--- src/rtl/multicycle_control_pkg.sv ---
// Shared encodings for the multi-cycle RV32I controller: opcodes, funct fields,
// ALU/immediate/write-back selectors, trap causes, instruction classes and FSM states.
package multicycle_control_pkg;

  localparam logic [6:0] OP_LUI     = 7'b0110111;
  localparam logic [6:0] OP_AUIPC   = 7'b0010111;
  localparam logic [6:0] OP_JAL     = 7'b1101111;
  localparam logic [6:0] OP_JALR    = 7'b1100111;
  localparam logic [6:0] OP_BRANCH  = 7'b1100011;
  localparam logic [6:0] OP_LOAD    = 7'b0000011;
  localparam logic [6:0] OP_STORE   = 7'b0100011;
  localparam logic [6:0] OP_ALU_IMM = 7'b0010011;
  localparam logic [6:0] OP_ALU     = 7'b0110011;

  localparam logic [2:0] FUNCT3_ADD  = 3'b000;
  localparam logic [2:0] FUNCT3_SLL  = 3'b001;
  localparam logic [2:0] FUNCT3_SLT  = 3'b010;
  localparam logic [2:0] FUNCT3_SLTU = 3'b011;
  localparam logic [2:0] FUNCT3_XOR  = 3'b100;
  localparam logic [2:0] FUNCT3_SR   = 3'b101;
  localparam logic [2:0] FUNCT3_OR   = 3'b110;
  localparam logic [2:0] FUNCT3_AND  = 3'b111;
  localparam logic [2:0] FUNCT3_JALR = 3'b000;

  localparam logic [6:0] FUNCT7_BASE = 7'b0000000;
  localparam logic [6:0] FUNCT7_ALT  = 7'b0100000;

  localparam logic [3:0] EXE_ADD_OP  = 4'd0;
  localparam logic [3:0] EXE_SUB_OP  = 4'd1;
  localparam logic [3:0] EXE_SLL_OP  = 4'd2;
  localparam logic [3:0] EXE_SLT_OP  = 4'd3;
  localparam logic [3:0] EXE_SLTU_OP = 4'd4;
  localparam logic [3:0] EXE_XOR_OP  = 4'd5;
  localparam logic [3:0] EXE_SRL_OP  = 4'd6;
  localparam logic [3:0] EXE_SRA_OP  = 4'd7;
  localparam logic [3:0] EXE_OR_OP   = 4'd8;
  localparam logic [3:0] EXE_AND_OP  = 4'd9;
  localparam logic [3:0] EXE_LUI_OP  = 4'd10;

  localparam logic [2:0] IMM_I = 3'd0;
  localparam logic [2:0] IMM_S = 3'd1;
  localparam logic [2:0] IMM_B = 3'd2;
  localparam logic [2:0] IMM_U = 3'd3;
  localparam logic [2:0] IMM_J = 3'd4;

  localparam logic [1:0] WB_ALU = 2'b00;
  localparam logic [1:0] WB_MEM = 2'b01;
  localparam logic [1:0] WB_PC4 = 2'b10;

  localparam logic [1:0] TRAP_NONE    = 2'b00;
  localparam logic [1:0] TRAP_ILLEGAL = 2'b01;
  localparam logic [1:0] TRAP_TIMEOUT = 2'b10;

  localparam logic [1:0] MEM_SIZE_WORD = 2'b10;

  localparam logic [3:0] CLS_ALU     = 4'd0;
  localparam logic [3:0] CLS_ALU_IMM = 4'd1;
  localparam logic [3:0] CLS_LUI     = 4'd2;
  localparam logic [3:0] CLS_AUIPC   = 4'd3;
  localparam logic [3:0] CLS_JAL     = 4'd4;
  localparam logic [3:0] CLS_JALR    = 4'd5;
  localparam logic [3:0] CLS_BRANCH  = 4'd6;
  localparam logic [3:0] CLS_LOAD    = 4'd7;
  localparam logic [3:0] CLS_STORE   = 4'd8;

  typedef enum logic [2:0] {
    S_IDLE, S_FETCH, S_DECODE, S_EXECUTE, S_MEM, S_WRITEBACK, S_TRAP
  } state_t;

  // alt selects SUB/SRA; callers only raise it where funct7=0100000 is meaningful
  function automatic logic [3:0] alu_from_funct3(input logic [2:0] f3, input logic alt);
    case (f3)
      FUNCT3_ADD:  return alt ? EXE_SUB_OP : EXE_ADD_OP;
      FUNCT3_SLL:  return EXE_SLL_OP;
      FUNCT3_SLT:  return EXE_SLT_OP;
      FUNCT3_SLTU: return EXE_SLTU_OP;
      FUNCT3_XOR:  return EXE_XOR_OP;
      FUNCT3_SR:   return alt ? EXE_SRA_OP : EXE_SRL_OP;
      FUNCT3_OR:   return EXE_OR_OP;
      default:     return EXE_AND_OP;
    endcase
  endfunction

endpackage

--- src/rtl/multicycle_control_ctrl_decode.sv ---
// Combinational RV32I decoder: instruction word to class, ALU op, immediate format,
// memory size/sign and an illegal-encoding flag; zero latency, no flow control.
module multicycle_control_ctrl_decode
  import multicycle_control_pkg::*;
(
  input  logic [31:0] inst,
  output logic [3:0]  cls,
  output logic [3:0]  alu_op,
  output logic [2:0]  imm_sel,
  output logic [1:0]  mem_size,
  output logic        mem_unsigned,
  output logic        illegal
);

  logic [6:0] opcode;
  logic [2:0] f3;
  logic [6:0] f7;
  logic       unused_fields;

  assign opcode        = inst[6:0];
  assign f3            = inst[14:12];
  assign f7            = inst[31:25];
  assign unused_fields = ^{inst[24:15], inst[11:7]};

  always_comb begin
    cls          = CLS_ALU;
    alu_op       = EXE_ADD_OP;
    imm_sel      = IMM_I;
    mem_size     = f3[1:0];
    mem_unsigned = 1'b0;
    illegal      = 1'b0;
    case (opcode)
      OP_LUI: begin
        cls     = CLS_LUI;
        imm_sel = IMM_U;
        alu_op  = EXE_LUI_OP;
      end
      OP_AUIPC: begin
        cls     = CLS_AUIPC;
        imm_sel = IMM_U;
      end
      OP_JAL: begin
        cls     = CLS_JAL;
        imm_sel = IMM_J;
      end
      OP_JALR: begin
        cls     = CLS_JALR;
        illegal = (f3 != FUNCT3_JALR);
      end
      OP_BRANCH: begin
        cls     = CLS_BRANCH;
        imm_sel = IMM_B;
        illegal = (f3[2:1] == 2'b01);
      end
      OP_LOAD: begin
        cls          = CLS_LOAD;
        mem_unsigned = f3[2];
        illegal      = (f3[1:0] == 2'b11) || (f3[2] && f3[1]);
      end
      OP_STORE: begin
        cls     = CLS_STORE;
        imm_sel = IMM_S;
        illegal = f3[2] || (f3[1:0] == 2'b11);
      end
      OP_ALU_IMM: begin
        cls    = CLS_ALU_IMM;
        // ADDI has no SUB form, so bit 30 of its immediate must not select one
        alu_op = alu_from_funct3(f3, (f3 == FUNCT3_SR) && f7[5]);
        if (f3 == FUNCT3_SLL)
          illegal = (f7 != FUNCT7_BASE);
        else if (f3 == FUNCT3_SR)
          illegal = (f7 != FUNCT7_BASE) && (f7 != FUNCT7_ALT);
      end
      OP_ALU: begin
        cls     = CLS_ALU;
        alu_op  = alu_from_funct3(f3, f7[5]);
        illegal = !((f7 == FUNCT7_BASE) ||
                    ((f7 == FUNCT7_ALT) && ((f3 == FUNCT3_ADD) || (f3 == FUNCT3_SR))));
      end
      default: illegal = 1'b1;
    endcase
  end

endmodule

--- src/rtl/multicycle_control.sv ---
// Multi-cycle RV32I control FSM: fetch/decode/execute/mem/writeback with timed memory handshake.
// Zero-wait latency: branch 3, store/ALU/jump 4, load 5 cycles; stalls on mem_ack, traps after MEM_TIMEOUT.
module multicycle_control
  import multicycle_control_pkg::*;
#(
  parameter int MEM_TIMEOUT = 16,
  parameter int CNT_WIDTH   = 32
) (
  input  logic                 clk,
  input  logic                 rst,
  input  logic [31:0]          inst,
  input  logic                 branch_taken,
  input  logic                 mem_ack,
  output logic                 mem_req,
  output logic                 mem_we,
  output logic [1:0]           mem_size,
  output logic                 mem_unsigned,
  output logic                 ir_write_en,
  output logic                 pc_write_en,
  output logic                 pc_sel,
  output logic [2:0]           imm_sel,
  output logic                 alu_s1_sel,
  output logic                 alu_s2_sel,
  output logic [3:0]           alu_op,
  output logic                 reg_write_en,
  output logic [1:0]           wb_sel,
  output logic                 trap,
  output logic [1:0]           trap_cause,
  output logic [CNT_WIDTH-1:0] instret
);

  localparam int WAIT_W = $clog2(MEM_TIMEOUT + 1);
  localparam logic [WAIT_W-1:0] WAIT_LAST = WAIT_W'(MEM_TIMEOUT - 1);

  state_t               state_q, state_d;
  logic [WAIT_W-1:0]    wait_q, wait_d;
  logic [1:0]           cause_q, cause_d;
  logic [CNT_WIDTH-1:0] instret_q;

  logic [3:0] d_cls, d_alu_op;
  logic [2:0] d_imm_sel;
  logic [1:0] d_mem_size;
  logic       d_mem_unsigned, d_illegal;

  multicycle_control_ctrl_decode u_ctrl_decode (
    .inst         (inst),
    .cls          (d_cls),
    .alu_op       (d_alu_op),
    .imm_sel      (d_imm_sel),
    .mem_size     (d_mem_size),
    .mem_unsigned (d_mem_unsigned),
    .illegal      (d_illegal)
  );

  always_comb begin
    state_d      = state_q;
    wait_d       = '0;
    cause_d      = cause_q;
    mem_req      = 1'b0;
    mem_we       = 1'b0;
    mem_size     = 2'b00;
    mem_unsigned = 1'b0;
    ir_write_en  = 1'b0;
    pc_write_en  = 1'b0;
    pc_sel       = 1'b0;
    imm_sel      = 3'd0;
    alu_s1_sel   = 1'b0;
    alu_s2_sel   = 1'b0;
    alu_op       = 4'd0;
    reg_write_en = 1'b0;
    wb_sel       = 2'b00;
    trap         = 1'b0;
    case (state_q)
      S_IDLE: state_d = S_FETCH;
      S_FETCH: begin
        mem_req  = 1'b1;
        mem_size = MEM_SIZE_WORD;
        if (mem_ack) begin
          ir_write_en = 1'b1;
          state_d     = S_DECODE;
        end else if (wait_q == WAIT_LAST) begin
          state_d = S_TRAP;
          cause_d = TRAP_TIMEOUT;
        end else begin
          wait_d = wait_q + WAIT_W'(1);
        end
      end
      S_DECODE: begin
        if (d_illegal) begin
          state_d = S_TRAP;
          cause_d = TRAP_ILLEGAL;
        end else begin
          state_d = S_EXECUTE;
        end
      end
      S_EXECUTE: begin
        alu_op     = d_alu_op;
        imm_sel    = d_imm_sel;
        alu_s1_sel = (d_cls == CLS_ALU) || (d_cls == CLS_ALU_IMM) || (d_cls == CLS_JALR) ||
                     (d_cls == CLS_LOAD) || (d_cls == CLS_STORE);
        alu_s2_sel = (d_cls != CLS_ALU);
        if (d_cls == CLS_BRANCH) begin
          pc_write_en = 1'b1;
          pc_sel      = branch_taken;
          state_d     = S_FETCH;
        end else if ((d_cls == CLS_LOAD) || (d_cls == CLS_STORE)) begin
          state_d = S_MEM;
        end else begin
          state_d = S_WRITEBACK;
        end
      end
      S_MEM: begin
        mem_req      = 1'b1;
        mem_we       = (d_cls == CLS_STORE);
        mem_size     = d_mem_size;
        mem_unsigned = d_mem_unsigned;
        if (mem_ack) begin
          if (d_cls == CLS_STORE) begin
            pc_write_en = 1'b1;
            state_d     = S_FETCH;
          end else begin
            state_d = S_WRITEBACK;
          end
        end else if (wait_q == WAIT_LAST) begin
          state_d = S_TRAP;
          cause_d = TRAP_TIMEOUT;
        end else begin
          wait_d = wait_q + WAIT_W'(1);
        end
      end
      S_WRITEBACK: begin
        reg_write_en = 1'b1;
        pc_write_en  = 1'b1;
        state_d      = S_FETCH;
        if (d_cls == CLS_LOAD) begin
          wb_sel = WB_MEM;
        end else if ((d_cls == CLS_JAL) || (d_cls == CLS_JALR)) begin
          // jump target was left in the ALU output register by EXECUTE
          wb_sel = WB_PC4;
          pc_sel = 1'b1;
        end else begin
          wb_sel = WB_ALU;
        end
      end
      S_TRAP: trap = 1'b1;
      default: state_d = S_IDLE;
    endcase
  end

  always_ff @(posedge clk) begin
    if (!rst) begin
      state_q   <= S_IDLE;
      wait_q    <= '0;
      cause_q   <= TRAP_NONE;
      instret_q <= '0;
    end else begin
      state_q <= state_d;
      wait_q  <= wait_d;
      cause_q <= cause_d;
      if (pc_write_en)
        instret_q <= instret_q + CNT_WIDTH'(1);
    end
  end

  assign trap_cause = cause_q;
  assign instret    = instret_q;

endmodule
--- config.mk ---
export PLATFORM = sky130hd
export DESIGN_NAME = multicycle_control
export DESIGN_NICKNAME = d
export VERILOG_FILES = /design/src/rtl/multicycle_control_pkg.sv /design/src/rtl/multicycle_control_ctrl_decode.sv /design/src/rtl/multicycle_control.sv
export SDC_FILE = /design/constraint.sdc
export NUM_CORES = 1
export LEC_CHECK = 0
export BUFFER_PORTS_ARGS = -buffer_cell sky130_fd_sc_hd__buf_2
export CORE_MARGIN = 2
export CORE_UTILIZATION = 35
export DETAILED_ROUTE_END_ITERATION = 16
export GPL_ROUTABILITY_DRIVEN = 0
export PLACE_DENSITY = 0.66
export SYNTH_ARGS = -nofsm -noshare
export SYNTH_HDL_FRONTEND = slang
export SYNTH_SLANG_ARGS = --single-unit
export TNS_END_PERCENT = 20
--- constraint.sdc ---
create_clock -name clk -period 2.65 [get_ports clk]
set_clock_uncertainty 0.15 [all_clocks]
set_input_delay 0 -clock clk [delete_from_list [all_inputs] [get_ports clk]]
set_output_delay 0 -clock clk [all_outputs]
set_load 0.01 [all_outputs]
==> flow_summary.ini, run 1 <==
[status]
status = finished clean

[global_route]
gr-usage-all-layers_pct = 17.8
use_met1_pct = 22.8
met3_usage_pct = 3.04
grt_busiest_layer = met2
grt_pass1_wl_um = 12500
overflow = 0
antenna_found_initial = 0
grt_max_degree = 29
grtUsageMet2_pct = 30.9
grt_pass1_vias = 2662

[setup_path]
worstPathRequired_ns = 2.75
slowest_delay_ns = 0.54
path_class = flip-flop to flip-flop
path_buf_inv = 2
crit_family = simple AND/OR/NAND/NOR gates
cp_common_cell = buf_4
arrival_ns = 2.46
start_kind = flip-flop
r2r_setup_slack_ns = 0.28
startpoint = state_q[2]
crit_fanout = 11
path_cells = nand2b_1, buf_4, nor4_4, o21ai_1, buf_4, or4_1, nand2_1
r2r-start = state_q[2]
crit_slowest_cell = dfxtp_1
crit_path_end_kind = flip-flop

[power_and_ir_drop]
vdd.ir_drop.worst_mv = 0.228
p_leak_nw = 1.41
power_density_nw_per_um2 = 428
p_total_mw = 1.44

[sta]
maxSlewViolCount = 0
tns_ns = 0
period_share_pct = 89.3
max-slew-margin-rel_pct = 56.4
finalWorstSetupSlack_ns = 0.283
tightest_slew_ns = 0.650
hold_slack_ns = 0.0162
fmax_ghz = 0.422
min_period_ns = 2.37
setup_violations = 0
rsz0062_at_grt = false
finalHoldViolations = 0

[layout]
finish.utilization_pct = 44.2
final_cell_count_no_fill = 532
final_layout_size_suffix_gt1_share_pct = 23.5
stdcell_area_sq_um = 3360
nets = 468
area_growth_pct = 24.4
antenna_cells = 0

[detailed_routing]
post-route-drc-count = 0
drt-total-wl_um = 7210
vias = 2874
vias_per_cell = 5.40
ant_nets = 0
wire_per_inst_um = 13.6
drt_iter0_drc = 89
firstDrtPassIters = 4

[clock_network]
cts.sinks = 42
cts_buffers = 5
clk_latency_ns = 0.30
postCtsSetupBuffers = 0
cts_hold_buf = 0
h-tree-depth = 2
cts_buffer_depth = 2
cts-resized-gates = 0
tritoncts = done
root_buffer = clkbuf_8
clkTransAtPathRegs_ns = 0.09

[placed_design]
numPortBuffers = 75
dp.cells = 524
placed_area_sq_um = 3230
hpwl_um = 5510
pre_cts_slack_ns = 0.318

[logic_synthesis]
synthTopCellsByCount = 42 x dfxtp_1, 41 x nand2_1, 30 x nor2_1
synthFlopType = dfxtp_1
synth-async-reset-ratio_pct = 0
synth.net_count = 391
synth_top_area_cell = dfxtp_1
yosys.area.top_type_share_pct = 31.1
yosysWarningCount = 0
syn_inst = 352
synth_edf_count = 0
yosysUniqueCellTypes = 53
synth_most_common_cell = dfxtp_1
syn-cell-area_sq_um = 2710
synth-seq-area-share_pct = 31.1
syn_avg_cell_area_sq_um = 7.68
synth_area_leaders = dfxtp_1 31%, nand2_1 5.7%, mux2i_1 4.8%
yosys_register_bits = 42

[die]
die_h_um = 91.9
core_sq_um = 7610
ios = 91
core.rowCount = 32
start_util_pct = 35.6
die_x_um = 91.9
die_area_sq_um = 8450

[worst_hold_path]
hp-class = input port to flip-flop
worstHoldStart = rst

[job]
max-cap-violations = 0
[tightest hold or removal path: stages]
cell and delay (ns):
buf_2 0.09, inv_1 0.19, nor2_1 0.15
[layout make-up]
class | count | area (sq um)
Multi-Input combinational cell | 276 | 1720
Timing Repair Buffer | 90 | 488
Fill cell | 806 | 4240
Clock inverter | 3 | 68.8
Clock buffer | 5 | 68.8
Tap cell | 102 | 128
Sequential cell | 42 | 841
Inverter | 14 | 52.6
[metal layers]
metal / vias up / share of wire, %
met5: - / 0
met4: 0 / 1.2
met3: 6 / 4.6
met2: 73 / 49
met1: 1343 / 45
li1: 1452 / -
[where the power goes]
group / internal, mW / switching (mW)
sequential: 0.640 / 0.0147
combinational: 0.0665 / 0.106
clock: 0.378 / 0.234
total: 1.08 / 0.356
[logic make-up (layout without fill, tap and decap cells)]
family,Yosys count,in the layout,synth area share [%]
simple gates,175,175,35.6
compound gates,73,73,17.9
flops,42,42,31.1
buf+inv,34,112,5.41
mux,13,13,4.81
xor+xnor,12,12,3.89
fa+ha+maj,3,3,1.39
[sequential cells by signal, summed over array words and instances, names as in the netlist]
register and count:
instret 32, wait_q 5, state_q 3, trap_cause 2
[final timing paths]
| path | to | cells after the start |
|---|---|---|
| setup / recovery | instret[10] | 7 |
| hold / removal | instret[0] | 3 |
| setup reg to reg | instret[10] | 7 |
| hold reg to reg | wait_q[0] | 1 |
[placed cells by master (no fill, tap or decap), types with 2 or more instances in the layout]
master	synthesis	final
o31ai_1	6	6
nand3_1	16	16
nor4b_1	2	2
mux2i_1	13	13
clkbuf_8	0	5
and3b_1	2	2
dfxtp_1	42	42
o22ai_1	3	3
a21oi_1	24	24
nor2b_1	2	2
bufinv_16	0	2
nand2_1	41	41
nor3b_1	3	3
nand3b_1	5	5
inv_1	14	14
or4_1	9	9
o21ai_0	9	9
a211oi_1	4	4
o21ai_1	2	2
ha_1	3	3
nor4_1	7	7
o211ai_1	6	6
nor2_1	30	30
buf_2	3	75
a31oi_1	2	2
and4_1	5	5
and2_1	3	3
buf_4	0	15
or3_1	5	5
nand2b_1	15	15
nand4_1	10	10
nor3_1	9	9
a211o_1	2	2
xor2_1	5	5
a2111oi_0	4	4
xnor2_1	7	7
o2111ai_1	2	2
and3_1	4	4
Power figures use the tool's default switching activity.
==> run 2, diff against run 1 <==
- CTS_CLUSTER_DIAMETER: unset -> 30
- SYNTH_HIERARCHICAL: unset -> 1
==> flow_summary.ini, run 2 <==
[detailed_routing]
ant_nets = 0
drt-total-wl_um = 7090
drt_iter0_drc = 147
vias_per_cell = 5.39
post-route-drc-count = 0
vias = 2839
firstDrtPassIters = 4
wire_per_inst_um = 13.4

[clock_network]
cts_buffers = 5
tritoncts = done
clk_latency_ns = 0.30
root_buffer = clkbuf_8
cts_buffer_depth = 2
cts.sinks = 42
h-tree-depth = 2
cts-resized-gates = 0
clkTransAtPathRegs_ns = 0.08

[layout]
antenna_cells = 0
final_layout_size_suffix_gt1_share_pct = 28.7
layout_commonest_cell = buf_2
final_cell_mix = 75 x buf_2, 42 x dfxtp_1, 41 x nor2_1, 28 x a21oi_1, 20 x nand2_1
largest_register_ffs = 32
final_cell_count_no_fill = 527
area_growth_pct = 23.3
nets = 463

[die]
die_h_um = 92.6
die_x_um = 92.6
ios = 91
die_area_sq_um = 8580
start_util_pct = 35.8
core_sq_um = 7690
core.rowCount = 32

[setup_path]
crit_slowest_cell = o21ai_2
path_cells = buf_2, nor2_1, o21ai_0, a21oi_1, nor4b_4, a32o_2, o21ai_2, buf_4, nor3_1, o21a_1
r2r-start = state_q[2]
crit_fanout = 15
crit_family = compound AO/OA/AOI/OAI gates
worstPathRequired_ns = 2.69
arrival_ns = 2.43
startpoint = inst[5]
crit_end = instret[7]
start_kind = input port
reg2reg_depth = 5
crit_path_end_kind = flip-flop
path_class = input port to flip-flop
path_buf_inv = 2
slowest_delay_ns = 0.53
rr_endpoint = instret[21]
r2r_setup_slack_ns = 0.27
crit_cells = 10

[global_route]
gr-usage-all-layers_pct = 16.8
antenna_found_initial = 0
grt_pass1_vias = 2637
grt_max_degree = 29
overflow = 0
grt_pass1_wl_um = 12000

[sta]
period_share_pct = 90.4
max-slew-margin-rel_pct = 57.3
hold_slack_ns = 0.0171
finalWorstSetupSlack_ns = 0.256
min_period_ns = 2.39
rsz0062_at_grt = false
maxSlewViolCount = 0
fmax_ghz = 0.418
tns_ns = 0
finalHoldViolations = 0
tightest_slew_ns = 0.640
setup_violations = 0

[logic_synthesis]
synthTopCellsByCount = 42 x dfxtp_1, 41 x nor2_1, 28 x a21oi_1
yosysUniqueCellTypes = 61
synth-async-reset-ratio_pct = 0
synth_edf_count = 0
yosys.area.top_type_share_pct = 30.6
synth_most_common_cell = dfxtp_1
synthFlopType = dfxtp_1
yosysWarningCount = 6
syn_inst = 345
synth-seq-area-share_pct = 30.6
synth_area_leaders = dfxtp_1 31%, nor2_1 5.6%, a21oi_1 5.1%
synth.net_count = 384
synth_top_area_cell = dfxtp_1
yosys_register_bits = 42
syn_avg_cell_area_sq_um = 7.97
syn-cell-area_sq_um = 2750

[power_and_ir_drop]
vdd.ir_drop.worst_mv = 0.277
power_density_nw_per_um2 = 391
p_leak_nw = 1.37

[placed_design]
hpwl_um = 5150
pre_cts_slack_ns = 0.00643
dp.cells = 518
numPortBuffers = 75

[worst_hold_path]
hp-class = input port to flip-flop

[job]
max-cap-violations = 0

[status]
status = finished clean
-- run 2: changes by cell type in the layout (fill, tap and decap cells not counted), moves of 5 or more --
cell	change
o21a_1	+9
nor2_1	+11
nand2_1	-21
inv_1	-7
nand3_1	-8
o211ai_1	-6
mux2i_1	-8
nor2b_1	+7
nand2b_1	-9
o2111ai_1	+5
and2_1	+13
o31ai_1	+8
-- run 2: kinds of logic after synthesis --
| family | after synthesis | share of synthesized area [%] |
|---|---|---|
| AOI/OAI and AO/OA | 88 | 22.7 |
| xor gates and xnor gates | 11 | 3.51 |
| adders and majority gates | 3 | 1.37 |
| buffers and inverters | 32 | 6.01 |
| DFF | 42 | 30.6 |
| muxes | 5 | 1.82 |
| and+or+nand+nor | 164 | 34.0 |
-- run 2: worst min-delay path by stage --
| stage | startpoint | end | slack (ns) | cells past startpoint |
|---|---|---|---|---|
| 3_5_place_dp | branch_taken | pc_sel | 0.17 | 3 |
| 4_1_cts | mem_ack | wait_q[1] | 0.0008 | 4 |
| 6_report | mem_ack | wait_q[1] | 0.02 | 4 |
| 3_3_place_gp | branch_taken | pc_sel | 0.17 | 3 |
| 2_1_floorplan | branch_taken | pc_sel | 0.002 | 1 |
| 5_1_grt | mem_ack | wait_q[1] | 0.06 | 4 |
-- run 2: timing repair --
item	CTS	global route
setup buffers	0	0
endpoints found under the hold margin	9	0
hold buffers	1	0
-- run 2: layer usage --
metal  routed length, um  track usage (%)  up-vias
met1                3440             22.8     1346
met3                 261             2.60        8
met4                  80             5.27        0
met5                   0                0        -
li1                    -                -     1434
met2                3300             27.6       51
-- run 2: cell type report --
type | count | area (sq um)
clock inverter | 2 | 37.5
timing repair buffer | 95 | 528
tap | 102 | 128
inverter | 9 | 33.8
clock buffer | 6 | 72.6
fill | 818 | 4300
multi-input combinational | 271 | 1750
sequential | 42 | 841
-- run 2: metrics by stage --
step	area, sq um	util (%)	total power, mW
global route	3390	44.1	1.38
global placement	3270	42.5	0.827
CTS	3390	44.1	1.34
floorplan	2750	-	0.775
finish	3390	44.1	1.32
detailed placement	3270	42.5	0.830
-- run 2: tightest hold or removal path, delay by kind of cell --
kind	cells	cell delay [ns]
buf+inv	1	0.12
simple gates	3	0.29
-- run 2: report_power, final --
part           total [mW]  switching, mW  internal (mW)
Sequential          0.652         0.0134          0.638
Clock               0.507          0.225          0.281
Combinational       0.165         0.0967         0.0684
Total                1.32          0.335          0.988
==> run 3, diff against run 2 <==
==> constraint.sdc (replaced) <==
create_clock -name clk -period 2.65 [get_ports clk]
set_clock_uncertainty 0.15 [all_clocks]
set_input_delay 0.6625 -clock clk [delete_from_list [all_inputs] [get_ports clk]]
set_output_delay 0.6625 -clock clk [all_outputs]
set_load 0.01 [all_outputs]
==> flow_summary.ini, run 3 (synthesis gave the netlist of run 2 again) <==
[status]
status = finished with violations
violations = setup timing

[clock_network]
clkTransAtPathRegs_ns = 0.08
h-tree-depth = 2
cts.sinks = 42
clk_latency_ns = 0.30
cts_buffers = 5
cts_buffer_depth = 2
root_buffer = clkbuf_8
tritoncts = done
cts_hold_buf = 0

[setup_path]
worstPathRequired_ns = 1.84
crit_slowest_cell = nor4b_4
arrival_ns = 2.02
path_buf_inv = 4
crit_fanout = 5
path_class = input port to output port
crit_path_end_kind = output port
crit_family = simple AND/OR/NAND/NOR gates
reg2reg_depth = 7
r2r-start = state_q[2]
slowest_delay_ns = 0.29
rr_endpoint = instret[30]
r2r_setup_slack_ns = 0.43
path_cells = buf_8, and2_4, a21oi_4, a2111oi_4, buf_4, nor4b_4, a32o_2, nor2_4, inv_2, buf_6
start_kind = input port

[layout]
area_growth_pct = 44.5
antenna_cells = 0
finish.utilization_pct = 51.7
stdcell_area_sq_um = 3970
final_cell_mix = 65 x buf_2, 54 x buf_4, 42 x dfxtp_1, 38 x nor2_1, 23 x a21oi_1
layout_commonest_cell = buf_2
nets = 501
final_cell_count_no_fill = 565
largest_register_ffs = 32
final_layout_size_suffix_gt1_share_pct = 39.1

[placed_design]
hpwl_um = 5500
numPortBuffers = 75
placed_area_sq_um = 3550
dp.cells = 544

[sta]
rsz0062_at_grt = true
max-slew-margin-rel_pct = 63.1
finalHoldViolations = 0
maxSlewViolCount = 0
fmax_ghz = 0.353
min_period_ns = 2.84
setup_violations = 25
finalWorstSetupSlack_ns = -0.187
period_share_pct = 107
tightest_slew_ns = 0.553
tns_ns = -1.83

[global_route]
grt_pass1_vias = 2804
gr-usage-all-layers_pct = 18.4
grt_max_degree = 29
antenna_found_initial = 0
overflow = 0
grt_pass1_wl_um = 13000

[power_and_ir_drop]
p_total_mw = 1.50
power_density_nw_per_um2 = 376
p_leak_nw = 1.63
vdd.ir_drop.worst_mv = 0.299

[die]
die_x_um = 92.6
die_area_sq_um = 8580
core.rowCount = 32
start_util_pct = 35.8
die_h_um = 92.6
core_sq_um = 7690
ios = 91

[detailed_routing]
firstDrtPassIters = 5
ant_nets = 0
vias_per_cell = 5.33
drt-total-wl_um = 7910
vias = 3014
post-route-drc-count = 0
wire_per_inst_um = 14.0
drt_iter0_drc = 193

[worst_hold_path]
holdPathStages = 1
min_to = wait_q[0]
hp-class = flip-flop to flip-flop
worstHoldStart = wait_q[0]

[job]
max-cap-violations = 0
run 3: metal layers:
layer | routed length (um) | GRT usage (%) | up-vias
met5 | 0 | 0 | -
met4 | 149 | 6.13 | 0
met3 | 368 | 3.58 | 14
met2 | 3810 | 30.0 | 67
met1 | 3580 | 24.4 | 1419
li1 | - | - | 1514
run 3: area by class of cell:
class	instances	area, sq um
multi-input cells	271	1910
inverters	9	36.3
clock buffers	5	68.8
well taps	102	128
repair buffers	133	918
fillers	729	3710
flip-flops and latches	42	841
clock inverters	3	68.8
run 3: timing repair:
action / 4_1_cts / 5_1_grt
pin swaps: 13 / 7
buffers inserted: 10 / 4
gates resized for setup: 27 / 16
hold endpoints to repair: 0 / 0
endpoints found under the setup margin: 30 / 39
run 3: power by group:
group	leakage (nW)	switching [mW]	internal (mW)
Sequential	0.339	0.0131	0.638
Clock	0.0683	0.236	0.378
Combinational	1.23	0.120	0.110
Total	1.63	0.369	1.13
run 3: how the worst max path moves through the flow:
| stage | cells past startpoint | slack [ns] | to | start |
|---|---|---|---|---|
| after detailed placement | 9 | -0.52 | instret[7] | inst[2] |
| after global placement | 9 | -0.49 | instret[25] | inst[6] |
| after global routing | 10 | -0.26 | pc_write_en | inst[6] |
| final | 10 | -0.19 | pc_write_en | inst[5] |
| after floorplan | 9 | -0.32 | pc_write_en | inst[6] |
| after CTS | 9 | -0.23 | pc_write_en | inst[0] |
run 3: metrics by stage:
step                      worst slack [ns]  hold WS [ns]
after floorplan                     -0.318         0.268
after global placement              -0.486         0.279
after detailed placement            -0.516         0.296
after CTS                           -0.229         0.310
after global routing                -0.264         0.336
final                               -0.187         0.310
